$ cat config.mk
export PLATFORM = sky130hd
export DESIGN_NAME = traffic_light_sequencer_flat
export DESIGN_NICKNAME = d
export VERILOG_FILES = /design/src/rtl/traffic_light_sequencer_if.sv /design/src/rtl/traffic_light_sequencer.sv /design/src/flat_wrapper.sv
export SDC_FILE = /design/constraint.sdc
export NUM_CORES = 1
export LEC_CHECK = 0
export CORE_MARGIN = 2
export CORE_UTILIZATION = 25
export CTS_CLUSTER_SIZE = 14
export DETAILED_ROUTE_END_ITERATION = 6
export HOLD_SLACK_MARGIN = 0.12
export PLACE_DENSITY_LB_ADDON = 0.1
export SLEW_MARGIN = 30
export SYNTH_ARGS = -nofsm -noshare
export SYNTH_HDL_FRONTEND = slang
export SYNTH_SLANG_ARGS = --single-unit
$ cat constraint.sdc
create_clock -name clk -period 3.5 [get_ports clk]
set_clock_uncertainty 0.05 [all_clocks]
set_input_delay 0.35 -clock clk [delete_from_list [all_inputs] [get_ports clk]]
set_output_delay 0.35 -clock clk [all_outputs]
set_load 0.02 [all_outputs]
$ cat src/rtl/traffic_light_sequencer_if.sv
// Signal bundle between the traffic light sequencer and its environment.
// The master drives timing, demand and flash mode; the slave (the sequencer) returns the light state.
interface traffic_light_sequencer_if #(
  parameter int unsigned N_PHASES = 4
);
  localparam int unsigned PH_W = (N_PHASES > 2) ? $clog2(N_PHASES) : 1;

  logic                    tick;
  logic [N_PHASES-1:0]     veh_req;
  logic                    flash_mode;
  logic [2*N_PHASES-1:0]   lights;
  logic [PH_W-1:0]         active_phase;
  logic [1:0]              ctrl_state;

  modport master (
    output tick, veh_req, flash_mode,
    input  lights, active_phase, ctrl_state
  );

  modport slave (
    input  tick, veh_req, flash_mode,
    output lights, active_phase, ctrl_state
  );
endinterface

$ cat src/rtl/traffic_light_sequencer.sv
// Demand-actuated multi-phase traffic light controller with timed yellow / all-red clearance,
// latched per-phase requests, resting green and a flash mode for night/fault operation.
module traffic_light_sequencer #(
  parameter int unsigned N_PHASES     = 4,
  parameter int unsigned CNT_W        = 8,
  parameter int unsigned GREEN_TICKS  = 20,
  parameter int unsigned YELLOW_TICKS = 4,
  parameter int unsigned ALLRED_TICKS = 2,
  parameter int unsigned FLASH_TICKS  = 8
) (
  input  logic clk,
  input  logic reset_n,
  traffic_light_sequencer_if.slave bus
);
  localparam int unsigned PH_W = (N_PHASES > 2) ? $clog2(N_PHASES) : 1;
  localparam int unsigned LW   = 2 * N_PHASES;

  localparam logic [CNT_W-1:0] GREEN_LD  = CNT_W'(GREEN_TICKS - 1);
  localparam logic [CNT_W-1:0] YELLOW_LD = CNT_W'(YELLOW_TICKS - 1);
  localparam logic [CNT_W-1:0] ALLRED_LD = CNT_W'(ALLRED_TICKS - 1);
  localparam logic [CNT_W-1:0] FLASH_LD  = CNT_W'(FLASH_TICKS - 1);

  localparam logic [1:0] LT_GREEN  = 2'b00;
  localparam logic [1:0] LT_YELLOW = 2'b01;
  localparam logic [1:0] LT_RED    = 2'b10;
  localparam logic [1:0] LT_OFF    = 2'b11;

  typedef enum logic [1:0] {
    ST_GREEN  = 2'b00,
    ST_YELLOW = 2'b01,
    ST_ALLRED = 2'b10,
    ST_FLASH  = 2'b11
  } state_t;

  state_t                state_q,    state_d;
  logic [PH_W-1:0]       active_q,   active_d;
  logic [PH_W-1:0]       next_q,     next_d;
  logic [CNT_W-1:0]      timer_q,    timer_d;
  logic [N_PHASES-1:0]   pending_q,  pending_d;
  logic                  flash_ph_q, flash_ph_d;
  logic [LW-1:0]         lights_q,   lights_d;

  // Per-phase light codes for a given controller state.
  function automatic logic [LW-1:0] decode(state_t st, logic [PH_W-1:0] ph, logic fph);
    logic [LW-1:0] v;
    v = '0;
    for (int unsigned i = 0; i < N_PHASES; i++) begin
      case (st)
        ST_GREEN:  v[2*i +: 2] = (PH_W'(i) == ph) ? LT_GREEN  : LT_RED;
        ST_YELLOW: v[2*i +: 2] = (PH_W'(i) == ph) ? LT_YELLOW : LT_RED;
        ST_ALLRED: v[2*i +: 2] = LT_RED;
        default:   v[2*i +: 2] = fph ? LT_OFF : LT_YELLOW;
      endcase
    end
    return v;
  endfunction

  // First pending phase after the active one, wrapping round; the active phase itself is never chosen.
  function automatic logic [PH_W-1:0] next_from(logic [PH_W-1:0] cur, logic [N_PHASES-1:0] pend);
    logic [PH_W-1:0] sel;
    logic [PH_W-1:0] idx;
    logic            found;
    sel   = cur;
    found = 1'b0;
    for (int unsigned k = 1; k < N_PHASES; k++) begin
      idx = PH_W'((32'(cur) + k) % N_PHASES);
      if (!found && pend[idx]) begin
        found = 1'b1;
        sel   = idx;
      end
    end
    return sel;
  endfunction

  // Next-state, timer, demand latching and output decode.
  always_comb begin
    state_d    = state_q;
    active_d   = active_q;
    next_d     = next_q;
    timer_d    = timer_q;
    flash_ph_d = flash_ph_q;
    pending_d  = pending_q | bus.veh_req;

    if (state_q == ST_GREEN) begin
      pending_d[active_q] = 1'b0;
    end

    if (bus.flash_mode && (state_q != ST_FLASH)) begin
      state_d    = ST_FLASH;
      flash_ph_d = 1'b0;
      timer_d    = FLASH_LD;
    end else if (state_q == ST_FLASH) begin
      if (!bus.flash_mode) begin
        state_d = ST_ALLRED;
        next_d  = '0;
        timer_d = ALLRED_LD;
      end else if (bus.tick) begin
        if (timer_q == '0) begin
          flash_ph_d = ~flash_ph_q;
          timer_d    = FLASH_LD;
        end else begin
          timer_d = timer_q - CNT_W'(1);
        end
      end
    end else if (bus.tick) begin
      if (timer_q != '0) begin
        timer_d = timer_q - CNT_W'(1);
      end else begin
        case (state_q)
          ST_GREEN: begin
            // Rest in green with the timer parked at zero until some other phase has demand.
            if (pending_q != '0) begin
              next_d  = next_from(active_q, pending_q);
              state_d = ST_YELLOW;
              timer_d = YELLOW_LD;
            end
          end
          ST_YELLOW: begin
            state_d = ST_ALLRED;
            timer_d = ALLRED_LD;
          end
          ST_ALLRED: begin
            state_d  = ST_GREEN;
            active_d = next_q;
            timer_d  = GREEN_LD;
          end
          default: ;
        endcase
      end
    end

    if ((state_d == ST_GREEN) && (state_q != ST_GREEN)) begin
      pending_d[active_d] = 1'b0;
    end

    lights_d = decode(state_d, active_d, flash_ph_d);
  end

  // State register; lights are registered alongside so they track the state with no extra delay.
  always_ff @(posedge clk or negedge reset_n) begin
    if (!reset_n) begin
      state_q    <= ST_GREEN;
      active_q   <= '0;
      next_q     <= '0;
      timer_q    <= GREEN_LD;
      pending_q  <= '0;
      flash_ph_q <= 1'b0;
      lights_q   <= decode(ST_GREEN, '0, 1'b0);
    end else begin
      state_q    <= state_d;
      active_q   <= active_d;
      next_q     <= next_d;
      timer_q    <= timer_d;
      pending_q  <= pending_d;
      flash_ph_q <= flash_ph_d;
      lights_q   <= lights_d;
    end
  end

  assign bus.lights       = lights_q;
  assign bus.active_phase = active_q;
  assign bus.ctrl_state   = state_q;
endmodule

$ cat src/flat_wrapper.sv
// flat-port wrapper written by rule: the top's interface ports become plain ports
module traffic_light_sequencer_flat 
#(
  parameter int unsigned N_PHASES     = 4,
  parameter int unsigned CNT_W        = 8,
  parameter int unsigned GREEN_TICKS  = 20,
  parameter int unsigned YELLOW_TICKS = 4,
  parameter int unsigned ALLRED_TICKS = 2,
  parameter int unsigned FLASH_TICKS  = 8
)
  (clk, reset_n, bus_tick, bus_veh_req, bus_flash_mode, bus_lights, bus_active_phase, bus_ctrl_state);
  traffic_light_sequencer_if #(.N_PHASES(N_PHASES)) bus_i ();
  input  logic clk;
  input  logic reset_n;
  input wire logic [$bits(bus_i.tick)-1:0] bus_tick;
  input wire logic [$bits(bus_i.veh_req)-1:0] bus_veh_req;
  input wire logic [$bits(bus_i.flash_mode)-1:0] bus_flash_mode;
  output wire logic [$bits(bus_i.lights)-1:0] bus_lights;
  output wire logic [$bits(bus_i.active_phase)-1:0] bus_active_phase;
  output wire logic [$bits(bus_i.ctrl_state)-1:0] bus_ctrl_state;
  assign bus_i.tick = bus_tick;
  assign bus_i.veh_req = bus_veh_req;
  assign bus_i.flash_mode = bus_flash_mode;
  assign bus_lights = bus_i.lights;
  assign bus_active_phase = bus_i.active_phase;
  assign bus_ctrl_state = bus_i.ctrl_state;
  traffic_light_sequencer #(.N_PHASES(N_PHASES), .CNT_W(CNT_W), .GREEN_TICKS(GREEN_TICKS), .YELLOW_TICKS(YELLOW_TICKS), .ALLRED_TICKS(ALLRED_TICKS), .FLASH_TICKS(FLASH_TICKS)) u_core (.clk(clk), .reset_n(reset_n), .bus(bus_i));
endmodule
Yosys cells after proc, flatten, opt, wreduce, memory -nomap -nowiden
Cells that the tools add are included.
Widths: inputs -> output; s select.
{"block": "totals", "out_inout_bits": 12, "reg_bits": 27, "word_cells": 134, "in_bits": 8}
{"block": "op_classes", "addsub": 4, "magnitude_cmp": 7, "muxes": 74, "bitwise": 7, "n_eq_ne": 13, "n_reduce_logical": 22}
{"cell": "$mux 8", "n": 8}
{"cell": "$mux 2", "n": 29}
{"cell": "$pmux 2 s3", "n": 5}
{"cell": "$mux 1", "n": 24}
{"cell": "$pmux 8 s3", "n": 1}
{"cell": "$lt 2x3->1 const B", "n": 5}
{"cell": "$and 4x4->4", "n": 2}
{"cell": "$logic_not 8->1", "n": 1}
{"cell": "$mux 4", "n": 2}
{"cell": "$not 4->4", "n": 2}
{"cell": "$reduce_bool 2->1", "n": 4}
{"cell": "$reduce_bool 8->1", "n": 1}
{"cell": "$sub 8x1->8 const B", "n": 1}
{"cell": "$bmux 1 s2", "n": 3}
{"cell": "$eq 2x2->1 const B", "n": 3}
{"cell": "$logic_and 1x1->1", "n": 6}
{"cell": "$logic_not 2->1", "n": 3}
{"cell": "$reduce_and 6->1", "n": 1}
{"cell": "$reduce_bool 6->1", "n": 1}
{"cell": "$ne 5x5->1 const B", "n": 1}
{"cell": "$add 2x2->2 const B", "n": 2}
{"cell": "$demux 1 s2", "n": 2}
{"cell": "$eq 2x1->1 const B", "n": 2}
{"cell": "$eq 2x2->1 const A", "n": 2}
{"cell": "other kinds (12)", "n": 16}

Depth between registers and ports, before layout
{"block": "logic_depth", "depth_word": 27, "ltp_mapped": 8, "ltp_nobuf": 7}

Worst setup path before layout
OpenSTA, ideal clock, no wires.
{"block": "synth_timing", "path_kind": "register to register", "from": "register u_core.active_q[0] (netlist: u_core.bus.active_phase[0])", "to": "register u_core.next_q[0]", "synth_period_minus_slack_ps": 2203, "arrival_time_ps": 2020, "required_ps": 3317, "setup_ps": 133, "stages_incl_launch_ff": 8, "path_buffers": 1, "slack_ps": 1297, "cell_sequence": "dfrtp_1 clkbuf_1 inv_1 ha_1 mux4_2 a31oi_1 xnor2_1 o21ai_0"}
{"block": "synth_between", "elab_chain_cells": 27, "word_cells_on_any_way": 35, "cone_classes": "3 x add/sub; 28 x mux; 4 x reduce/logical"}
{"element": "start, declared", "line": "traffic_light_sequencer.sv:36", "source": "logic [PH_W-1:0] active_q, active_d;"}
{"element": "start signal, assigned", "line": "traffic_light_sequencer.sv:151", "source": "active_q <= active_d;"}
{"element": "$add 2x1->2", "line": "traffic_light_sequencer.sv:66", "source": "idx = PH_W'((32'(cur) + k) % N_PHASES);"}
{"element": "$bmux 1 s2", "line": "traffic_light_sequencer.sv:67", "source": "if (!found && pend[idx]) begin"}
{"element": "$mux 1 (implied by the code)", "line": "traffic_light_sequencer.sv:67"}
{"element": "$mux 1", "line": "traffic_light_sequencer.sv:67"}
{"element": "$mux 1", "line": "traffic_light_sequencer.sv:112", "source": "if (pending_q != '0) begin"}
{"element": "$mux 1", "line": "traffic_light_sequencer.sv:109", "source": "case (state_q)"}
{"element": "$mux 1", "line": "traffic_light_sequencer.sv:106", "source": "if (timer_q != '0) begin"}
{"element": "$mux 1", "line": "traffic_light_sequencer.sv:105", "source": "end else if (bus.tick) begin"}
{"element": "[11 not listed]"}
{"element": "$logic_not 1->1", "line": "traffic_light_sequencer.sv:67"}
{"element": "$logic_and 1x1->1", "line": "traffic_light_sequencer.sv:67"}
{"element": "$mux 2 (*)", "line": "traffic_light_sequencer.sv:67"}
{"element": "$mux 2 (*)", "line": "traffic_light_sequencer.sv:112"}
{"element": "$mux 2 (*)", "line": "traffic_light_sequencer.sv:109"}
{"element": "$mux 2 (*)", "line": "traffic_light_sequencer.sv:106"}
{"element": "$mux 2 (*)", "line": "traffic_light_sequencer.sv:105"}
{"element": "$mux 2 (*)", "line": "traffic_light_sequencer.sv:92", "source": "end else if (state_q == ST_FLASH) begin"}
{"element": "end signal, assigned", "line": "traffic_light_sequencer.sv:152", "source": "next_q <= next_d;"}
{"element": "end, declared", "line": "traffic_light_sequencer.sv:37", "source": "logic [PH_W-1:0] next_q, next_d;"}
Mark *: on every way between the ends. The rest lies on a longest branch, timed or not. The select of a mux whose other input is x is not followed.
A chain may end at the register's enable or synchronous reset.

Worst setup path in the final report
{"block": "layout_timing", "from": "register u_core.timer_q[0]", "to": "register u_core.pending_q[0]"}
{"block": "layout_between", "elab_chain_cells": 12, "word_cells_on_any_way": 19, "cone_classes": "2 x order compare; 11 x mux; 2 x bitwise; 4 x reduce/logical"}
{"element": "start, declared", "line": "traffic_light_sequencer.sv:38", "source": "logic [CNT_W-1:0] timer_q, timer_d;"}
{"element": "start signal, assigned", "line": "traffic_light_sequencer.sv:153", "source": "timer_q <= timer_d;"}
{"element": "$reduce_bool 8->1 (*)", "line": "traffic_light_sequencer.sv:106"}
{"element": "$mux 2", "line": "traffic_light_sequencer.sv:106"}
{"element": "$mux 2", "line": "traffic_light_sequencer.sv:105"}
{"element": "$mux 2", "line": "traffic_light_sequencer.sv:92"}
{"element": "$mux 2", "line": "traffic_light_sequencer.sv:88", "source": "if (bus.flash_mode && (state_q != ST_FLASH)) begin"}
{"element": "$lt 2x3->1 (implied by the code) / $ge 2x1->1 (equally long branches)", "line": "traffic_light_sequencer.sv:133", "source": "pending_d[active_d] = 1'b0;"}
{"element": "$logic_and 1x1->1 (implied by the code)", "line": "traffic_light_sequencer.sv:133"}
{"element": "$mux 1 (implied by the code)", "line": "traffic_light_sequencer.sv:133"}
{"element": "$demux 1 s2"}
{"element": "$not 4->4 (no source line)"}
{"element": "$and 4x4->4 (no source line)"}
{"element": "$mux 4 (*)", "line": "traffic_light_sequencer.sv:132", "source": "if ((state_d == ST_GREEN) && (state_q != ST_GREEN)) begin"}
{"element": "via u_core.pending_d[0]", "line": "traffic_light_sequencer.sv:39", "source": "logic [N_PHASES-1:0] pending_q, pending_d;"}
{"element": "end signal, assigned", "line": "traffic_light_sequencer.sv:154", "source": "pending_q <= pending_d;"}
{"element": "end, declared", "line": "traffic_light_sequencer.sv:39"}
Mark *: on every way through the listed nets, which the timed path passes. The rest lies on a longest branch.

==> impl_metrics.prom <==
# TYPE chip_impl_metric gauge
chip_impl_info{name="result_of_the_run",value="finished clean"} 1
chip_impl_metric{name="nets",unit=""} 224
chip_impl_metric{name="die-area",unit="sq um"} 7670
chip_impl_metric{name="critPathBufInv",unit=""} 1
chip_impl_metric{name="timing.max_slew.rel_slack",unit=""} 0.503
chip_impl_metric{name="antenna_cells",unit=""} 0
chip_impl_metric{name="wirelength",unit="mm"} 4.38
chip_impl_metric{name="remaining_drc_errors",unit=""} 0
chip_impl_metric{name="io_pins",unit=""} 20
chip_impl_metric{name="total_switching_power",unit="mW"} 0.718
chip_impl_info{name="topRoutingLayerUsed",value="met4"} 1
chip_impl_metric{name="cts_post_setup_buffers_inserted",unit=""} 0
chip_impl_metric{name="hpwlAfterDp",unit="mm"} 3.14
chip_impl_info{name="cp_cell_sequence",value="inv_1 -> ha_1 -> or4b_4 -> nor3_2 -> o31ai_2 -> nand2_1 -> o31a_1"} 1
chip_impl_info{name="grt_setup_unrepaired",value="no"} 1
chip_impl_metric{name="ys_types",unit=""} 47
chip_impl_metric{name="cts-root-to-sink-buffers",unit=""} 2
chip_impl_info{name="clock_tree_from_tritoncts",value="yes"} 1
chip_impl_metric{name="antenna_found_initial",unit=""} 0
chip_impl_metric{name="metal1_wirelength",unit="mm"} 2.30
chip_impl_info{name="synth.top_cells.by_area",value="sky130_fd_sc_hd__dfrtp_1 30%, sky130_fd_sc_hd__dfstp_2 9.0%, sky130_fd_sc_hd__ha_1 6.5%, sky130_fd_sc_hd__a21oi_1 5.2%, sky130_fd_sc_hd__nor2_1 4.7%"} 1
chip_impl_metric{name="first_iter_violations",unit=""} 90
chip_impl_metric{name="design.core.area",unit="sq um"} 6760
chip_impl_metric{name="post_cts_hold_buffer_count",unit=""} 0
chip_impl_metric{name="detailroute.via_count",unit=""} 1419
chip_impl_metric{name="mappedNetlistArea",unit="sq um"} 1750
chip_impl_info{name="setup.worst_path.class",value="reg2reg"} 1
chip_impl_metric{name="areaGrowthSynthToFinish",unit="%"} 18.6
chip_impl_metric{name="globalRoute.totalOverflow",unit=""} 0
chip_impl_metric{name="clk_pin_slew_worst_paths",unit="ns"} 0.11
chip_impl_metric{name="yosysSeqAreaShare",unit=""} 0.391
chip_impl_metric{name="synth.top_cell.area_share",unit=""} 0.301
chip_impl_metric{name="synth_fp_nets",unit=""} 205
chip_impl_metric{name="slew_worst_pin",unit="ns"} 0.741
chip_impl_metric{name="cts_resizes",unit=""} 0
chip_impl_metric{name="drive_above_1_share",unit=""} 0.136
chip_impl_metric{name="route.detailed.vias_per_inst",unit=""} 4.96
chip_impl_metric{name="synth_cells",unit=""} 188
chip_impl_metric{name="hold_violations",unit=""} 0
chip_impl_info{name="crit_path_top_delay_cell",value="sky130_fd_sc_hd__o31ai_2"} 1
chip_impl_info{name="root_buffer",value="sky130_fd_sc_hd__clkbuf_8"} 1
chip_impl_info{name="commonest_cells_after_routing_fill_and_taps_aside",value="22 x sky130_fd_sc_hd__nor2_1, 21 x sky130_fd_sc_hd__dfrtp_1, 19 x sky130_fd_sc_hd__clkdlybuf4s50_1"} 1
chip_impl_metric{name="register_area",unit="sq um"} 683
chip_impl_metric{name="postSynth.asyncResetShare",unit=""} 1.00
chip_impl_metric{name="cts.sink_count",unit=""} 27
chip_impl_metric{name="worst_hold_slack",unit="ns"} 0.396
chip_impl_metric{name="max_clk_rate",unit="GHz"} 0.393
chip_impl_metric{name="multiInputGateArea",unit="sq um"} 991
chip_impl_metric{name="first_global_vias",unit=""} 1441
chip_impl_metric{name="fillers",unit=""} 727
chip_impl_metric{name="cp_data_required_time",unit="ns"} 3.63
chip_impl_metric{name="place_ws",unit="ns"} 0.672
chip_impl_info{name="cp-end-kind",value="register"} 1
chip_impl_metric{name="synth-edff-count",unit=""} 0
chip_impl_metric{name="h_tree_depth",unit=""} 1
chip_impl_info{name="cpLargestDelayFamily",value="compound AO/OA/AOI/OAI gates"} 1
chip_impl_metric{name="finalCriticalPeriod",unit="ns"} 2.54
chip_impl_metric{name="floorplan.rows",unit=""} 30
chip_impl_info{name="critPathLaunchType",value="register"} 1
chip_impl_metric{name="setup_viol",unit=""} 0
chip_impl_metric{name="met3_length",unit="um"} 104
chip_impl_metric{name="fin_setup_tns",unit="ns"} 0
chip_impl_metric{name="yosys_warnings",unit=""} 0
chip_impl_metric{name="met2_length",unit="mm"} 1.95
chip_impl_info{name="min-delay-path-class",value="in2async"} 1
chip_impl_metric{name="finalWorstSetupSlack",unit="ns"} 0.956
chip_impl_metric{name="ant_nets",unit=""} 0
chip_impl_metric{name="power.leakage",unit="nW"} 0.792
chip_impl_metric{name="timing.critical_path.fanout_max",unit=""} 9
chip_impl_metric{name="cp.arrival",unit="ns"} 2.67
chip_impl_metric{name="worstSkewPairLatency",unit="ns"} 0.28
chip_impl_metric{name="avgSynthCellArea",unit="sq um"} 9.28
chip_impl_metric{name="netSwitchingFraction",unit=""} 0.443
chip_impl_metric{name="maxCapViolCount",unit=""} 0
chip_impl_metric{name="die_h",unit="um"} 87.6
chip_impl_metric{name="grt_first_pass_wirelength",unit="mm"} 7.52
chip_impl_metric{name="clockPowerShare",unit=""} 0.117
chip_impl_info{name="netlist.top_cell.by_area",value="sky130_fd_sc_hd__dfrtp_1"} 1
chip_impl_metric{name="total_clock_buffers_created_by_cts",unit=""} 3
chip_impl_metric{name="synth.ff_latch_count",unit=""} 27
chip_impl_metric{name="max_stage_delay",unit="ns"} 0.63
chip_impl_metric{name="grt_start_max_net_pins",unit=""} 28
chip_impl_metric{name="final-max-slew-violation-count",unit=""} 0
chip_impl_metric{name="final.period_utilization",unit=""} 0.727
chip_impl_metric{name="route.detailed.wl_per_inst",unit="um"} 15.3
chip_impl_metric{name="die_width",unit="um"} 87.6
chip_impl_metric{name="drtPass1Iterations",unit=""} 4
chip_impl_metric{name="initial_utilization",unit=""} 0.258
chip_impl_metric{name="place_congestion",unit=""} 0.776
chip_impl_metric{name="share_seq_of_total_power",unit=""} 0.356
chip_impl_metric{name="p_int",unit="mW"} 0.901
chip_impl_metric{name="port-buffer-count",unit=""} 19
chip_impl_metric{name="power.density_cell_area",unit="nW/um^2"} 782
chip_impl_info{name="ys.flop_type",value="sky130_fd_sc_hd__dfrtp_1"} 1
chip_impl_info{name="layout_commonest_cell",value="sky130_fd_sc_hd__nor2_1"} 1
chip_impl_metric{name="power",unit="mW"} 1.62
chip_impl_metric{name="comb_power_share",unit=""} 0.527
chip_impl_metric{name="peakVddDrop",unit="V"} 0.000278
chip_impl_metric{name="groute.usage.overall",unit=""} 0.124
## through the flow
stage	instance area (sq um)	std cells	util
6_report	2070	286	0.306
5_1_grt	2070	286	0.306
4_1_cts	2070	286	0.306
3_5_place_dp	2020	282	0.299
3_3_place_gp	2020	282	0.299
2_1_floorplan	1750	188	-
## path summary, 6_finish.rpt
| path | cells after the start | slack [ns] | to | start |
|---|---|---|---|---|
| max reg2reg | 7 | 0.96 | u_core.pending_q[0] | u_core.timer_q[0] |
| max in group asynchronous | 2 | 2.69 | u_core.timer_q[1] | reset_n |
| min | 2 | 0.40 | u_core.bus.active_phase[0] | reset_n |
| max | 7 | 0.96 | u_core.pending_q[0] | u_core.timer_q[0] |
| min reg2reg | 2 | 0.46 | u_core.timer_q[1] | u_core.timer_q[1] |
| min in group clk | 2 | 0.46 | u_core.timer_q[1] | u_core.timer_q[1] |
## kinds of logic (layout without fill, tap and decap cells)
kind of cell    after synthesis  count (layout)  synth area share
compound gates               59              59             0.231
xor+xnor                      2               2            0.0100
fa+ha+maj                     9               9            0.0645
buf+inv                      18              36            0.0409
flops                        27              27             0.391
mux                           7               7            0.0495
simple gates                 66              66             0.213
## per-layer routing
layer | GRT usage | up-vias
met5 | 0 | -
met4 | 0.0294 | 0
met3 | 0.0179 | 2
met2 | 0.187 | 15
met1 | 0.186 | 681
li1 | - | 721
## Yosys cell counts (2+ instances only)
library cell                n
sky130_fd_sc_hd__nor3b_1    2
sky130_fd_sc_hd__mux2i_1    3
sky130_fd_sc_hd__nor2_1    22
sky130_fd_sc_hd__a21oi_1   18
sky130_fd_sc_hd__o21ai_0   15
sky130_fd_sc_hd__o31a_1     4
sky130_fd_sc_hd__buf_2      3
sky130_fd_sc_hd__dfstp_2    6
sky130_fd_sc_hd__nor3_1     5
sky130_fd_sc_hd__mux2_2     3
sky130_fd_sc_hd__nand3_1    2
sky130_fd_sc_hd__nor3_2     2
sky130_fd_sc_hd__o21ba_1    2
sky130_fd_sc_hd__o31ai_1    3
sky130_fd_sc_hd__a31oi_1    2
sky130_fd_sc_hd__inv_1     11
sky130_fd_sc_hd__and2_1     2
sky130_fd_sc_hd__o221ai_1   2
sky130_fd_sc_hd__dfrtp_1   21
sky130_fd_sc_hd__nand2_1   18
sky130_fd_sc_hd__ha_1       9
sky130_fd_sc_hd__nor2b_1    3
sky130_fd_sc_hd__o41ai_1    3
sky130_fd_sc_hd__clkbuf_1   3
sky130_fd_sc_hd__or4b_4     2
## flip-flops by register name, summed over array words and instances (netlist names)
signal                   count
u_core.bus.active_phase      2
u_core.bus.lights            8
u_core.next_q                2
u_core.flash_ph_q            1
u_core.pending_q             4
u_core.timer_q               8
u_core.bus.ctrl_state        2
## layout make-up
class                      count  share of cell area
clock inverter                 1             0.00363
inverter                      11              0.0200
tap                           80              0.0484
sequential                    27               0.330
clock buffer                   3              0.0200
timing repair buffer          21              0.0992
multi-input combinational    143               0.479
## power by group through the flow
stage	combinational (mW)	clock [mW]	sequential, mW
2_1_floorplan	0.528	0	0.620
3_3_place_gp	0.876	0	0.588
3_5_place_dp	0.861	0	0.581
4_1_cts	0.865	0.203	0.577
5_1_grt	0.961	0.212	0.595
6_report	0.853	0.189	0.577
(Power assumes the default switching activity.)
